`config.mk`:
```
export PLATFORM = sky130hd
export DESIGN_NAME = fetch_unit_flat
export DESIGN_NICKNAME = d
export VERILOG_FILES = /design/src/rtl/fetch_unit_pkg.sv /design/src/rtl/fetch_unit_if.sv /design/src/rtl/fetch_skid.sv /design/src/rtl/fetch_unit.sv /design/src/flat_wrapper.sv
export SDC_FILE = /design/constraint.sdc
export NUM_CORES = 1
export LEC_CHECK = 0
export BUFFER_PORTS_ARGS = -buffer_cell sky130_fd_sc_hd__buf_2
export CORE_ASPECT_RATIO = 1.5
export CORE_UTILIZATION = 47
export DETAILED_ROUTE_END_ITERATION = 6
export GPL_ROUTABILITY_DRIVEN = 0
export PLACE_DENSITY_LB_ADDON = 0.2
export SYNTH_ARGS = -nofsm -noshare
export SYNTH_HDL_FRONTEND = slang
export SYNTH_SLANG_ARGS = --single-unit
```
`constraint.sdc`:
```
create_clock -name clk -period 2.7 [get_ports clk]
set_input_delay 0.54 -clock clk [delete_from_list [all_inputs] [get_ports clk]]
set_output_delay 0.54 -clock clk [all_outputs]
set_load 0.02 [all_outputs]
```
`src/rtl/fetch_unit_pkg.sv`:
```
// Shared types and constants for the instruction-fetch stage.
package fetch_unit_pkg;

  localparam int unsigned XLEN = 32;

  typedef logic [XLEN-1:0] program_counter_t;
  typedef logic [XLEN-1:0] instruction_t;

  typedef enum logic {
    DISABLE = 1'b0,
    ENABLE  = 1'b1
  } signal_e;

  typedef enum logic [1:0] {
    IDLE = 2'd0,
    REQ  = 2'd1,
    WAIT = 2'd2,
    FULL = 2'd3
  } fetch_state_e;

  localparam instruction_t NOP = 32'h0000_0013;

  // One fetch/decode payload entry.
  typedef struct packed {
    program_counter_t next_pc;
    instruction_t     instr;
  } fd_entry_t;

  // Wrapping PC increment.
  function automatic program_counter_t pc_add(input program_counter_t pc, input int unsigned step);
    return pc + program_counter_t'(step);
  endfunction

endpackage

```
`src/rtl/fetch_unit_if.sv`:
```
// Instruction-memory request/response bus between the fetch stage and imem.
interface fetch_unit_if;
  import fetch_unit_pkg::*;

  logic             imem_req_o;
  program_counter_t imem_addr_o;
  logic             imem_ready_i;
  logic             imem_rsp_valid_i;
  instruction_t     imem_rsp_data_i;

  modport master (
    output imem_req_o,
    output imem_addr_o,
    input  imem_ready_i,
    input  imem_rsp_valid_i,
    input  imem_rsp_data_i
  );

  modport slave (
    input  imem_req_o,
    input  imem_addr_o,
    output imem_ready_i,
    output imem_rsp_valid_i,
    output imem_rsp_data_i
  );

endinterface

```
`src/rtl/fetch_skid.sv`:
```
// One-entry holding buffer for a response that arrives while decode is stalled.
module fetch_skid
  import fetch_unit_pkg::*;
(
  input  logic      clk,
  input  logic      rst,
  input  logic      load,
  input  fd_entry_t load_entry,
  input  logic      drain,
  input  logic      clear,
  output logic      full,
  output fd_entry_t entry
);

  always_ff @(posedge clk or negedge rst) begin
    if (!rst) begin
      full  <= 1'b0;
      entry <= '{next_pc: '0, instr: NOP};
    end else if (clear || drain) begin
      full  <= 1'b0;
    end else if (load) begin
      full  <= 1'b1;
      entry <= load_entry;
    end
  end

endmodule

```
`src/rtl/fetch_unit.sv`:
```
// Instruction-fetch stage: owns the PC, issues single-outstanding imem requests
// and drives the fetch/decode register with {next_pc, instr, valid}.
module fetch_unit
  import fetch_unit_pkg::*;
#(
  parameter program_counter_t RESET_PC = 32'h0000_0000,
  parameter int unsigned      PC_STEP  = 4
) (
  input  logic             clk,
  input  logic             rst,
  input  signal_e          stall,
  input  logic             redirect_valid_i,
  input  program_counter_t redirect_pc_i,
  fetch_unit_if.master     imem,
  output program_counter_t next_pc_o,
  output instruction_t     instr_o,
  output logic             instr_valid_o
);

  fetch_state_e     state;
  program_counter_t pc;
  program_counter_t req_pc;
  logic             drop;

  logic             accept_c;
  logic             rsp_c;
  logic             release_c;
  logic             skid_load_c;
  logic             skid_drain_c;
  logic             skid_full;
  fd_entry_t        skid_entry;
  fd_entry_t        rsp_entry_c;

  assign accept_c     = (state == REQ) && imem.imem_req_o && imem.imem_ready_i;
  assign rsp_c        = (state == WAIT) && imem.imem_rsp_valid_i;
  assign release_c    = !redirect_valid_i && (stall == DISABLE);
  assign skid_load_c  = rsp_c && !drop && !redirect_valid_i && (stall == ENABLE);
  assign skid_drain_c = (state == FULL) && release_c;
  assign rsp_entry_c  = '{next_pc: pc_add(req_pc, PC_STEP), instr: imem.imem_rsp_data_i};

  fetch_skid u_skid (
    .clk        (clk),
    .rst        (rst),
    .load       (skid_load_c),
    .load_entry (rsp_entry_c),
    .drain      (skid_drain_c),
    .clear      (redirect_valid_i),
    .full       (skid_full),
    .entry      (skid_entry)
  );

  always_ff @(posedge clk or negedge rst) begin
    if (!rst) begin
      state            <= IDLE;
      pc               <= RESET_PC;
      req_pc           <= RESET_PC;
      drop             <= 1'b0;
      imem.imem_req_o  <= 1'b0;
      imem.imem_addr_o <= RESET_PC;
      next_pc_o        <= RESET_PC;
      instr_o          <= NOP;
      instr_valid_o    <= 1'b0;
    end else begin
      unique case (state)
        IDLE: begin
          state            <= REQ;
          imem.imem_req_o  <= 1'b1;
          imem.imem_addr_o <= pc;
        end
        REQ: begin
          if (accept_c) begin
            req_pc          <= pc;
            pc              <= pc_add(pc, PC_STEP);
            state           <= WAIT;
            imem.imem_req_o <= 1'b0;
          end
        end
        WAIT: begin
          if (rsp_c) begin
            if (drop || stall == DISABLE) begin
              drop             <= 1'b0;
              state            <= REQ;
              imem.imem_req_o  <= 1'b1;
              imem.imem_addr_o <= pc;
            end else begin
              state <= FULL;
            end
          end
        end
        FULL: begin
          if (stall == DISABLE) begin
            state            <= REQ;
            imem.imem_req_o  <= 1'b1;
            imem.imem_addr_o <= pc;
          end
        end
        default: state <= IDLE;
      endcase

      // Output register: fresh response, then skid, else bubble; holds under stall.
      if (stall == DISABLE) begin
        if (rsp_c && !drop) begin
          next_pc_o     <= rsp_entry_c.next_pc;
          instr_o       <= rsp_entry_c.instr;
          instr_valid_o <= 1'b1;
        end else if (state == FULL && skid_full) begin
          next_pc_o     <= skid_entry.next_pc;
          instr_o       <= skid_entry.instr;
          instr_valid_o <= 1'b1;
        end else begin
          instr_o       <= NOP;
          instr_valid_o <= 1'b0;
        end
      end

      // Redirect wins over everything; an in-flight request must still be drained.
      if (redirect_valid_i) begin
        pc            <= redirect_pc_i;
        instr_o       <= NOP;
        instr_valid_o <= 1'b0;
        if ((state == WAIT && !rsp_c) || accept_c) begin
          drop            <= 1'b1;
          state           <= WAIT;
          imem.imem_req_o <= 1'b0;
        end else begin
          drop             <= 1'b0;
          state            <= REQ;
          imem.imem_req_o  <= 1'b1;
          imem.imem_addr_o <= redirect_pc_i;
        end
      end
    end
  end

endmodule

```
`src/flat_wrapper.sv`:
```
// flat-port wrapper written by rule: the top's interface ports become plain ports
module fetch_unit_flat import fetch_unit_pkg::*;
#(
  parameter program_counter_t RESET_PC = 32'h0000_0000,
  parameter int unsigned      PC_STEP  = 4
)
  (clk, rst, stall, redirect_valid_i, redirect_pc_i, next_pc_o, instr_o, instr_valid_o, imem_imem_req_o, imem_imem_addr_o, imem_imem_ready_i, imem_imem_rsp_valid_i, imem_imem_rsp_data_i);
  fetch_unit_if imem_i ();
  input  logic clk;
  input  logic rst;
  input  signal_e stall;
  input  logic redirect_valid_i;
  input  program_counter_t redirect_pc_i;
  output program_counter_t next_pc_o;
  output instruction_t instr_o;
  output logic instr_valid_o;
  output wire logic [$bits(imem_i.imem_req_o)-1:0] imem_imem_req_o;
  output wire logic [$bits(imem_i.imem_addr_o)-1:0] imem_imem_addr_o;
  input wire logic [$bits(imem_i.imem_ready_i)-1:0] imem_imem_ready_i;
  input wire logic [$bits(imem_i.imem_rsp_valid_i)-1:0] imem_imem_rsp_valid_i;
  input wire logic [$bits(imem_i.imem_rsp_data_i)-1:0] imem_imem_rsp_data_i;
  assign imem_imem_req_o = imem_i.imem_req_o;
  assign imem_imem_addr_o = imem_i.imem_addr_o;
  assign imem_i.imem_ready_i = imem_imem_ready_i;
  assign imem_i.imem_rsp_valid_i = imem_imem_rsp_valid_i;
  assign imem_i.imem_rsp_data_i = imem_imem_rsp_data_i;
  fetch_unit #(.RESET_PC(RESET_PC), .PC_STEP(PC_STEP)) u_core (.clk(clk), .rst(rst), .stall(stall), .redirect_valid_i(redirect_valid_i), .redirect_pc_i(redirect_pc_i), .imem(imem_i), .next_pc_o(next_pc_o), .instr_o(instr_o), .instr_valid_o(instr_valid_o));
endmodule
```
==> flow_metrics.env, run 1 <==
export IMPL_p_sw_share_pct=36.5
export IMPL_combinationalPowerShare_pct=30.5
export IMPL_cts_tree="built"
export IMPL_clock_skew_ps=11.0
export IMPL_outcome="finished, violations left"
export IMPL_clock_fmax_mhz=437
export IMPL_setup_slack_ps=413
export IMPL_r2r_start="u_core.state[0]"
export IMPL_ys_types=58
export IMPL_tightest_slew_ps=661
export IMPL_seqCellArea_um2=5760
export IMPL_multiInputGateArea_um2=4620
export IMPL_drc_errors=15
export IMPL_initial_core_util_pct=47.9
export IMPL_worst_ep_required_time_ps=3050
export IMPL_nFillCells=2000
export IMPL_crit_chain="inv_1 > ha_1 > nor2b_1 > nand2_2 > buf_4 > nor2_1 > a211oi_1"
export IMPL_fp_dieH_um=187
export IMPL_wl_per_cell_um=16.9
export IMPL_crit_path_end_kind="flop"
export IMPL_rows=67
export IMPL_cts_setup_buffers=0
export IMPL_synth_seq_cells=230
export IMPL_cp_max_fo=25
export IMPL_slowest_stage="nor2_1"
export IMPL_hp_class="in -> async"
export IMPL_viasPerCell=5.52
export IMPL_path_clk_slew_ps=60
export IMPL_grt_pass1_wl_mm=44.0
export IMPL_path_class="reg -> reg"
export IMPL_drive_above_1_share_pct=23.2
export IMPL_drv_slew=0
export IMPL_cts_sinks=230
export IMPL_grt_overflow_total=0
export IMPL_crit_family="simple AND/OR/NAND/NOR gates"
export IMPL_p_switching_mw=4.67
export IMPL_critical_path_depth=7
export IMPL_cts_hold_buf=0
export IMPL_clkPwrFrac_pct=26.2
export IMPL_netlist_area_um2=10700
export IMPL_slowest_delay_ps=530
export IMPL_fin_crit_sh_pct=84.7
export IMPL_vias=8645
export IMPL_clockBufferDepth=3
export IMPL_grt_usage_pct=23.0
export IMPL_ir_worst_vdd_mv=0.723
export IMPL_async_reset_ff_share_pct=100
export IMPL_synth_area_leader_cell="dfrtp_1"
export IMPL_rr_worst_depth=7
export IMPL_cts_buffers=23
export IMPL_pre_cts_ws_ps=424
export IMPL_synthTopCellsByArea="dfrtp_1 (52%), nand2_1 (8.7%), nor2_1 (4.9%)"
export IMPL_slew_headroom_pct=56.0
export IMPL_final_nets=1349
export IMPL_r2r_setup_slack_ps=410
export IMPL_wl_mm=26.5
export IMPL_clockRootBuffer="clkbuf_16"
export IMPL_fin_area_um2=12600
export IMPL_power_density_nw_per_um2=1010
export IMPL_diodes=0
export IMPL_cap_violations=0
export IMPL_rsz0062_at_grt="no"
export IMPL_synth_top_area_share_pct=52.3
export IMPL_hold_viol_final=0
export IMPL_pin_count=168
export IMPL_dp_hpwl_mm=18.7
export IMPL_insertion_delay_ps=510
export IMPL_setup_viol=0
export IMPL_synth_most_common_cell="nand2_1"
export IMPL_post_dp_cell_area_um2=11900
export IMPL_crit_path_start_kind="flop"
export IMPL_dr_pass1_iters=7
export IMPL_path_buf_inv=2
export IMPL_avgSynthCellArea_um2=9.53
export IMPL_antenna_left=0
export IMPL_grt_max_degree=81
export IMPL_final_setup_tns_ps=0
export IMPL_min_period_ps=2290
export IMPL_violations="DRC"
export IMPL_holdWs_ps=20.3
export IMPL_synth_ff_type="dfrtp_1"
export IMPL_reg2reg_to="u_core.next_pc_o[19]"
export IMPL_cp_arrival_ps=2630
export IMPL_grt_pass1_vias=8534
export IMPL_antenna_found_initial=0
export IMPL_cts_htree_levels=1
export IMPL_die_area_um2=23400
export IMPL_syn_to_final_growth_pct=18.0
export IMPL_final_cells=1565
export IMPL_worstSetupEndpoint="u_core.next_pc_o[19]"
export IMPL_synth_edff_count=0
export IMPL_synth_warnings=0
export IMPL_dp_cells=1523
export IMPL_ys_seq_area_share_pct=53.7
export IMPL_core_um2=22400
export IMPL_netlist_top_cells_count="nand2_1 (249), dfrtp_1 (224), nor2_1 (141)"
export IMPL_p_int_mw=8.12
export IMPL_fin_util_pct=56.5
export IMPL_ctsResizeCount=0
export IMPL_drt_initial_drc_count=460
export IMPL_p_seq_share_pct=43.2
export IMPL_io_buffers=167
export IMPL_netlist_instances=1125
export IMPL_total_power_mw=12.8
export IMPL_syn_nets=1202
export IMPL_startpoint="u_core.state[0]"
export IMPL_p_leak_nw=5.88
export IMPL_die_w_um=125
worst min-delay path by stage:
stage                                 startpoint  depth (start not counted)                         end  slack [ps]
after global placement    u_core.u_skid.entry[4]                          2      u_core.u_skid.entry[4]         450
final                                        rst                          1          u_core.instr_o[25]          20
after global routing                         rst                          1          u_core.instr_o[21]          80
after CTS                                    rst                          1  u_core.imem.imem_addr_o[8]          60
after detailed placement  u_core.u_skid.entry[4]                          2      u_core.u_skid.entry[4]         450
after floorplan                              rst                          0                 u_core.drop         240
layout make-up:
| type | count | area share (%) |
|---|---|---|
| Multi-Input combinational cell | 811 | 36.5 |
| Clock buffer | 29 | 4.89 |
| Clock inverter | 13 | 1.36 |
| Timing Repair Buffer | 195 | 8.64 |
| Tap cell | 276 | 2.73 |
| Sequential cell | 230 | 45.6 |
| Inverter | 11 | 0.326 |
state kept, by name, indices dropped and copies added, names as in the netlist:
signal	flops
u_core.next_pc_o	32
u_core.req_pc	32
u_core.pc	32
u_core.drop	1
u_core.u_skid.full	1
u_core.u_skid.entry	64
u_core.instr_o	32
u_core.imem.imem_req_o	1
u_core.imem.imem_addr_o	32
u_core.instr_valid_o	1
u_core.state	2
layout by cell type, fill, tap and decap left out, types with 25 or more instances in the layout:
cell / netlist / layout
a221oi_1: 32 / 32
a311oi_1: 28 / 28
buf_2: 19 / 166
buf_4: 0 / 25
dfrtp_1: 224 / 224
mux2_2: 33 / 33
nand2_1: 249 / 247
nand3_1: 64 / 64
nor2_1: 141 / 141
o21ai_0: 46 / 46
o21ai_1: 28 / 27
xor2_1: 44 / 44
layer usage:
layer / track usage, % / routed length, um / up-vias
met2: 40.4 / 13300 / 239
met3: 2.43 / 1070 / 45
met4: 7.13 / 678 / 0
met1: 29.7 / 11400 / 4184
li1: - / - / 4177
met5: 0 / 0 / -
worst reg2reg max path, cell delays in order (launching register included):
cell and delay (ps):
dfrtp_1 420, inv_1 120, ha_1 220, nor2b_1 280, nand2_2 150, buf_4 250, nor2_1 530, a211oi_1 160
cells by family after synthesis:
| kind of cell | after synthesis | synth area share [%] |
|---|---|---|
| flops | 230 | 53.7 |
| buf+inv | 84 | 3.40 |
| fa+ha+maj | 7 | 0.817 |
| xor+xnor | 55 | 4.49 |
| compound gates | 187 | 11.5 |
| simple gates | 528 | 22.5 |
| mux | 34 | 3.56 |
power groups by stage:
stage	clock (mW)	combinational, mW	sequential [mW]
final	3.36	3.91	5.53
after global routing	3.57	4.35	5.68
after CTS	3.43	3.96	5.53
after detailed placement	0	3.94	5.59
after global placement	0	3.86	5.54
after floorplan	0	2.10	5.99
(Power assumes the default switching activity.)
==> run 2: changes to the inputs <==
clock period = 2.26 ns   (was 2.7 ns; I/O delays follow)
==> run 2 against run 1 <==
The run still ends with DRC left. First-iteration DRC count decreased by 16%. Combinational power increased by 21%. Setup slack got worse by 220 ps. Highest routed layer unchanged.
==> flow_metrics.env, run 2 (same netlist as run 1, synthesis figures left out) <==
export IMPL_outcome="finished, violations left"
export IMPL_violations="DRC"
export IMPL_hold_viol_final=0
export IMPL_tightest_slew_ps=555
export IMPL_grt_overflow_total=0
export IMPL_antenna_found_initial=0
export IMPL_path_class="reg -> reg"
export IMPL_power_density_nw_per_um2=1190
export IMPL_clockRootBuffer="clkbuf_16"
export IMPL_cts_sinks=230
export IMPL_cts_htree_levels=1
export IMPL_wl_per_cell_um=16.9
export IMPL_p_sw_share_pct=36.9
export IMPL_antenna_left=0
export IMPL_rows=67
export IMPL_total_power_mw=15.1
export IMPL_drc_errors=15
export IMPL_syn_to_final_growth_pct=18.8
export IMPL_io_buffers=167
export IMPL_p_int_mw=9.54
export IMPL_cap_violations=0
export IMPL_route_met2_wl_mm=13.3
export IMPL_rr_worst_depth=8
export IMPL_grt_usage_pct=23.5
export IMPL_viasPerCell=5.48
export IMPL_clockBufferDepth=3
export IMPL_final_cells=1575
export IMPL_initial_core_util_pct=47.9
export IMPL_pin_count=168
export IMPL_drv_slew=0
export IMPL_dp_cells=1534
export IMPL_cts_buffers=23
export IMPL_cts_tree="built"
export IMPL_setup_viol=0
export IMPL_multiInputGateArea_um2=4620
export IMPL_final_common_cell="nand2_1"
export IMPL_reg2reg_to="u_core.pc[15]"
export IMPL_r2r_start="u_core.state[1]"
export IMPL_cts_setup_buffers=0
export IMPL_worst_ep_required_time_ps=2690
export IMPL_largest_register_ffs=64
export IMPL_slew_headroom_pct=63.0
export IMPL_r2r_setup_slack_ps=190
export IMPL_ir_worst_vdd_mv=0.737
export IMPL_clock_skew_ps=5.39
export IMPL_grt_pass1_vias=8725
export IMPL_clkPwrFrac_pct=24.8
export IMPL_insertion_delay_ps=500
export IMPL_fin_crit_sh_pct=91.6
export IMPL_clock_fmax_mhz=483
export IMPL_core_um2=22400
export IMPL_p_seq_share_pct=43.9
export IMPL_min_period_ps=2070
export IMPL_wl_met1_mm=11.4
export IMPL_drt_initial_drc_count=388
export IMPL_final_nets=1361
export IMPL_layout_common_cells="nand2_1 (247), dfrtp_1 (224), buf_2 (166), nor2_1 (141), nand3_1 (64)"
export IMPL_hp_class="in -> reg"
export IMPL_grt_pass1_wl_mm=45.1
export IMPL_diodes=0
export IMPL_grt_max_degree=62
export IMPL_die_w_um=125
export IMPL_drive_above_1_share_pct=23.6
export IMPL_p_switching_mw=5.58
export IMPL_regMostFlops="u_core.u_skid.entry"
export IMPL_final_setup_tns_ps=0
export IMPL_cp_arrival_ps=2500
export IMPL_worstSetupEndpoint="u_core.pc[15]"
export IMPL_vias=8625
export IMPL_seqCellArea_um2=5760
export IMPL_p_leak_nw=5.92
export IMPL_top_layer="met4"
export IMPL_wl_mm=26.6
export IMPL_dp_hpwl_mm=18.5
export IMPL_path_clk_slew_ps=60
export IMPL_startpoint="u_core.state[1]"
export IMPL_routed_wl_met3_mm=1.29
export IMPL_crit_path_end_kind="flop"
export IMPL_combinationalPowerShare_pct=31.3
export IMPL_crit_path_start_kind="flop"
export IMPL_die_area_um2=23400
export IMPL_nFillCells=2009
export IMPL_dr_pass1_iters=7
export IMPL_fp_dieH_um=187
export IMPL_rsz0062_at_grt="no"
export IMPL_cp_max_fo=6
==> run 2: how the worst min path moves through the flow <==
| stage | startpoint | to | slack [ps] | cells after the start |
|---|---|---|---|---|
| after global placement | rst | u_core.instr_o[25] | 390 | 1 |
| after CTS | imem_imem_rsp_data_i[4] | u_core.u_skid.entry[4] | 140 | 3 |
| after detailed placement | rst | u_core.instr_o[25] | 400 | 1 |
| final | imem_imem_rsp_data_i[4] | u_core.u_skid.entry[4] | 150 | 3 |
| after floorplan | rst | u_core.drop | 160 | 0 |
| after global routing | imem_imem_rsp_data_i[4] | u_core.u_skid.entry[4] | 150 | 3 |
==> run 2: final cells by class <==
type | instances | area share [%]
clock buffer | 32 | 5.02
clock inverter | 8 | 0.727
inverter | 11 | 0.324
multi-input combinational | 811 | 36.3
sequential | 230 | 45.3
tap | 276 | 2.71
timing repair buffer | 207 | 9.64
==> run 2: routing by layer <==
layer  vias to the layer above  global-route usage (%)
met5                         -                       0
met4                         0                    7.55
met3                        44                    2.55
met2                       239                    41.3
met1                      4135                    30.2
li1                       4207                       -
==> run 2: worst max-delay path: stages, from the launching register on <==
cell     delay (ps)
dfrtp_1         410
inv_1           110
ha_1            320
nand3_4         180
buf_4           190
nor4_2          350
nand4_1         150
xor2_1          160
o21ai_1         110
==> run 2: metrics by stage <==
| stage | util [%] | cell area [um2] | hold slack (ps) | worst slack [ps] |
|---|---|---|---|---|
| floorplan | - | 10700 | 156 | 353 |
| global placement | 53.5 | 12000 | 394 | 215 |
| detailed placement | 53.5 | 12000 | 396 | 180 |
| CTS | 56.8 | 12700 | 137 | 135 |
| global route | 56.9 | 12700 | 148 | 35.5 |
| finish | 56.9 | 12700 | 148 | 189 |
==> run 2: power groups by stage <==
| stage | registers, mW | logic (mW) | clock network [mW] |
|---|---|---|---|
| global placement | 6.63 | 4.67 | 0 |
| detailed placement | 6.68 | 4.76 | 0 |
| CTS | 6.63 | 4.79 | 3.83 |
| floorplan | 7.16 | 2.51 | 0 |
| global route | 6.82 | 5.25 | 3.99 |
| finish | 6.63 | 4.74 | 3.75 |
==> run 2: timing repair <==
action | CTS | global route
resized for setup | 0 | 2
endpoints found under the setup margin | 0 | 3
endpoints found under the hold margin | 42 | 0
hold buffers | 1 | 0
==> run 3: changes to the inputs <==
CELL_PAD_IN_SITES_DETAIL_PLACEMENT = 2   (was unset)
CELL_PAD_IN_SITES_GLOBAL_PLACEMENT = 2   (was unset)
CORE_UTILIZATION = 35   (was 47)
==> run 3 against run 2 <==
The flow now finishes without violations. Hold slack got worse by 17 ps. Register-to-register slack barely moved. Final cell count up 8.4%. Die area increased by 34%. Design area grew 2.2%. Clock-buffer cell count up 6. Utilization decreased by 14 points. Via count grew 5.0%. Global-route usage decreased by 1.5 points. Critical endpoint is now u_core.imem.imem_addr_o[26]. Largest cell class unchanged. Largest power group unchanged. Highest routed layer unchanged.
==> flow_metrics.env, run 3 (same netlist as run 1, synthesis figures left out) <==
export IMPL_outcome="finished, final reports clean"
export IMPL_final_cells=1707
export IMPL_grt_overflow_total=0
export IMPL_io_buffers=167
export IMPL_drc_errors=0
export IMPL_clock_skew_ps=15.0
export IMPL_nFillCells=3280
export IMPL_cp_arrival_ps=2480
export IMPL_slew_headroom_pct=59.5
export IMPL_tightest_slew_ps=607
export IMPL_crit_path_start_kind="flop"
export IMPL_rsz0062_at_grt="no"
export IMPL_rr_worst_depth=8
export IMPL_path_clk_slew_ps=60
export IMPL_path_class="reg -> reg"
export IMPL_regMostFlops="u_core.u_skid.entry"
export IMPL_viasPerCell=5.31
export IMPL_hold_viol_final=0
export IMPL_vias=9058
export IMPL_whs_path_depth=3
export IMPL_final_common_cell="nand2_1"
export IMPL_grt_max_degree=62
export IMPL_cts_sinks=230
export IMPL_wl_mm=33.5
export IMPL_antenna_found_initial=1
export IMPL_drv_slew=0
export IMPL_crit_path_end_kind="flop"
export IMPL_antenna_left=0
export IMPL_cap_violations=0
export IMPL_layout_common_cells="nand2_1 (247), dfrtp_1 (224), buf_2 (165), nor2_1 (141), nand3_1 (64)"
export IMPL_fp_dieH_um=216
export IMPL_grt_pass1_vias=10000
export IMPL_clockRootBuffer="clkbuf_16"
export IMPL_min_period_ps=2080
export IMPL_r2r_setup_slack_ps=180
export IMPL_slowest_stage="dfrtp_1"
export IMPL_cts_buffers=24
export IMPL_dp_cells=1661
export IMPL_cts_tree="built"
export IMPL_dp_hpwl_mm=23.3
export IMPL_clock_fmax_mhz=481
export IMPL_drt_initial_drc_count=250
export IMPL_cts_htree_levels=1
export IMPL_crit_chain="inv_1 > ha_1 > and2_1 > o22ai_1 > a21oi_2 > buf_4 > a221oi_1 > nor2_1"
export IMPL_fin_crit_sh_pct=92.1
export IMPL_critical_path_depth=8
export IMPL_path_buf_inv=2
export IMPL_wl_per_cell_um=19.6
export IMPL_die_w_um=145
export IMPL_rows=78
export IMPL_die_area_um2=31400
export IMPL_drive_above_1_share_pct=23.8
export IMPL_core_um2=30200
export IMPL_dr_pass1_iters=4
export IMPL_slowest_delay_ps=400
export IMPL_initial_core_util_pct=35.6
export IMPL_crit_family="compound AO/OA/AOI/OAI gates"
export IMPL_cp_max_fo=32
export IMPL_grt_usage_pct=22.0
export IMPL_ir_worst_vdd_mv=0.758
export IMPL_setup_viol=0
export IMPL_largest_register_ffs=64
export IMPL_power_density_nw_per_um2=1210
export IMPL_clockBufferDepth=3
export IMPL_p_leak_nw=5.98
export IMPL_final_nets=1366
export IMPL_syn_to_final_growth_pct=21.3
export IMPL_worst_ep_required_time_ps=2660
export IMPL_grt_pass1_wl_mm=55.5
export IMPL_final_setup_tns_ps=0
export IMPL_insertion_delay_ps=530
export IMPL_hp_class="in -> reg"
export IMPL_pin_count=168
-- run 3: cell count changes in the layout (fill, tap and decap cells not counted), moves of 2 or more --
cell	before	now
clkbuf_1	6	10
buf_12	6	9
buf_4	32	34
clkbuf_16	23	25
clkinv_2	5	3
-- run 3: what timing repair did --
| action | CTS | global route |
|---|---|---|
| gates resized for setup | 0 | 3 |
| setup buffers | 0 | 1 |
| hold endpoints to repair | 37 | 0 |
| hold buffers | 1 | 0 |
| setup endpoints to repair | 0 | 6 |
-- run 3: power breakdown --
part / leakage [nW] / internal [mW] / switching, mW
logic: 2.69 / 1.90 / 3.10
registers: 2.90 / 5.52 / 1.16
clock network: 0.381 / 2.36 / 1.66
total: 5.98 / 9.78 / 5.92
-- run 3: final cells by class --
type,count,area (um2),share of cell area [%]
antenna,1,2.50,0.0192
clock inverter,5,75.1,0.577
multi-input combinational,811,4620,35.5
sequential,230,5760,44.3
inverter,11,41.3,0.317
timing repair buffer,211,1300,9.97
clock buffer,38,704,5.42
tap,400,500,3.85
-- run 3: layer usage --
layer	routed length, um	global-route usage, %	share of wire (%)	vias up
li1	-	-	-	4208
met1	14200	26.7	42	4669
met2	17800	41.1	53	150
met3	928	2.25	2.8	31
met4	593	5.85	1.8	0
met5	0	0	0	-
-- run 3: stage by stage --
step	instance area, um2	setup slack (ps)	power, mW	util (%)	hold slack, ps
6_report	13000	179	15.7	43.1	130
3_3_place_gp	12200	170	11.5	40.4	394
2_1_floorplan	10700	353	9.67	-	156
3_5_place_dp	12200	158	11.8	40.4	385
4_1_cts	13000	128	16.0	43.1	112
5_1_grt	13000	14.1	16.7	43.1	126
-- run 3: worst reg2reg max path: stages (launching register included) --
cell and delay [ps]:
dfrtp_1 400, inv_1 100, ha_1 260, and2_1 180
o22ai_1 220, a21oi_2 90, buf_4 260, a221oi_1 380
nor2_1 70
-- run 3: worst paths after layout --
check,start,to
max,u_core.state[0],u_core.imem.imem_addr_o[26]
min in group asynchronous,rst,u_core.instr_o[25]
min,imem_imem_rsp_data_i[0],u_core.u_skid.entry[0]
max in group asynchronous,rst,u_core.u_skid.entry[0]
min reg2reg,u_core.u_skid.entry[0],u_core.u_skid.entry[0]
max reg2reg,u_core.state[0],u_core.imem.imem_addr_o[26]
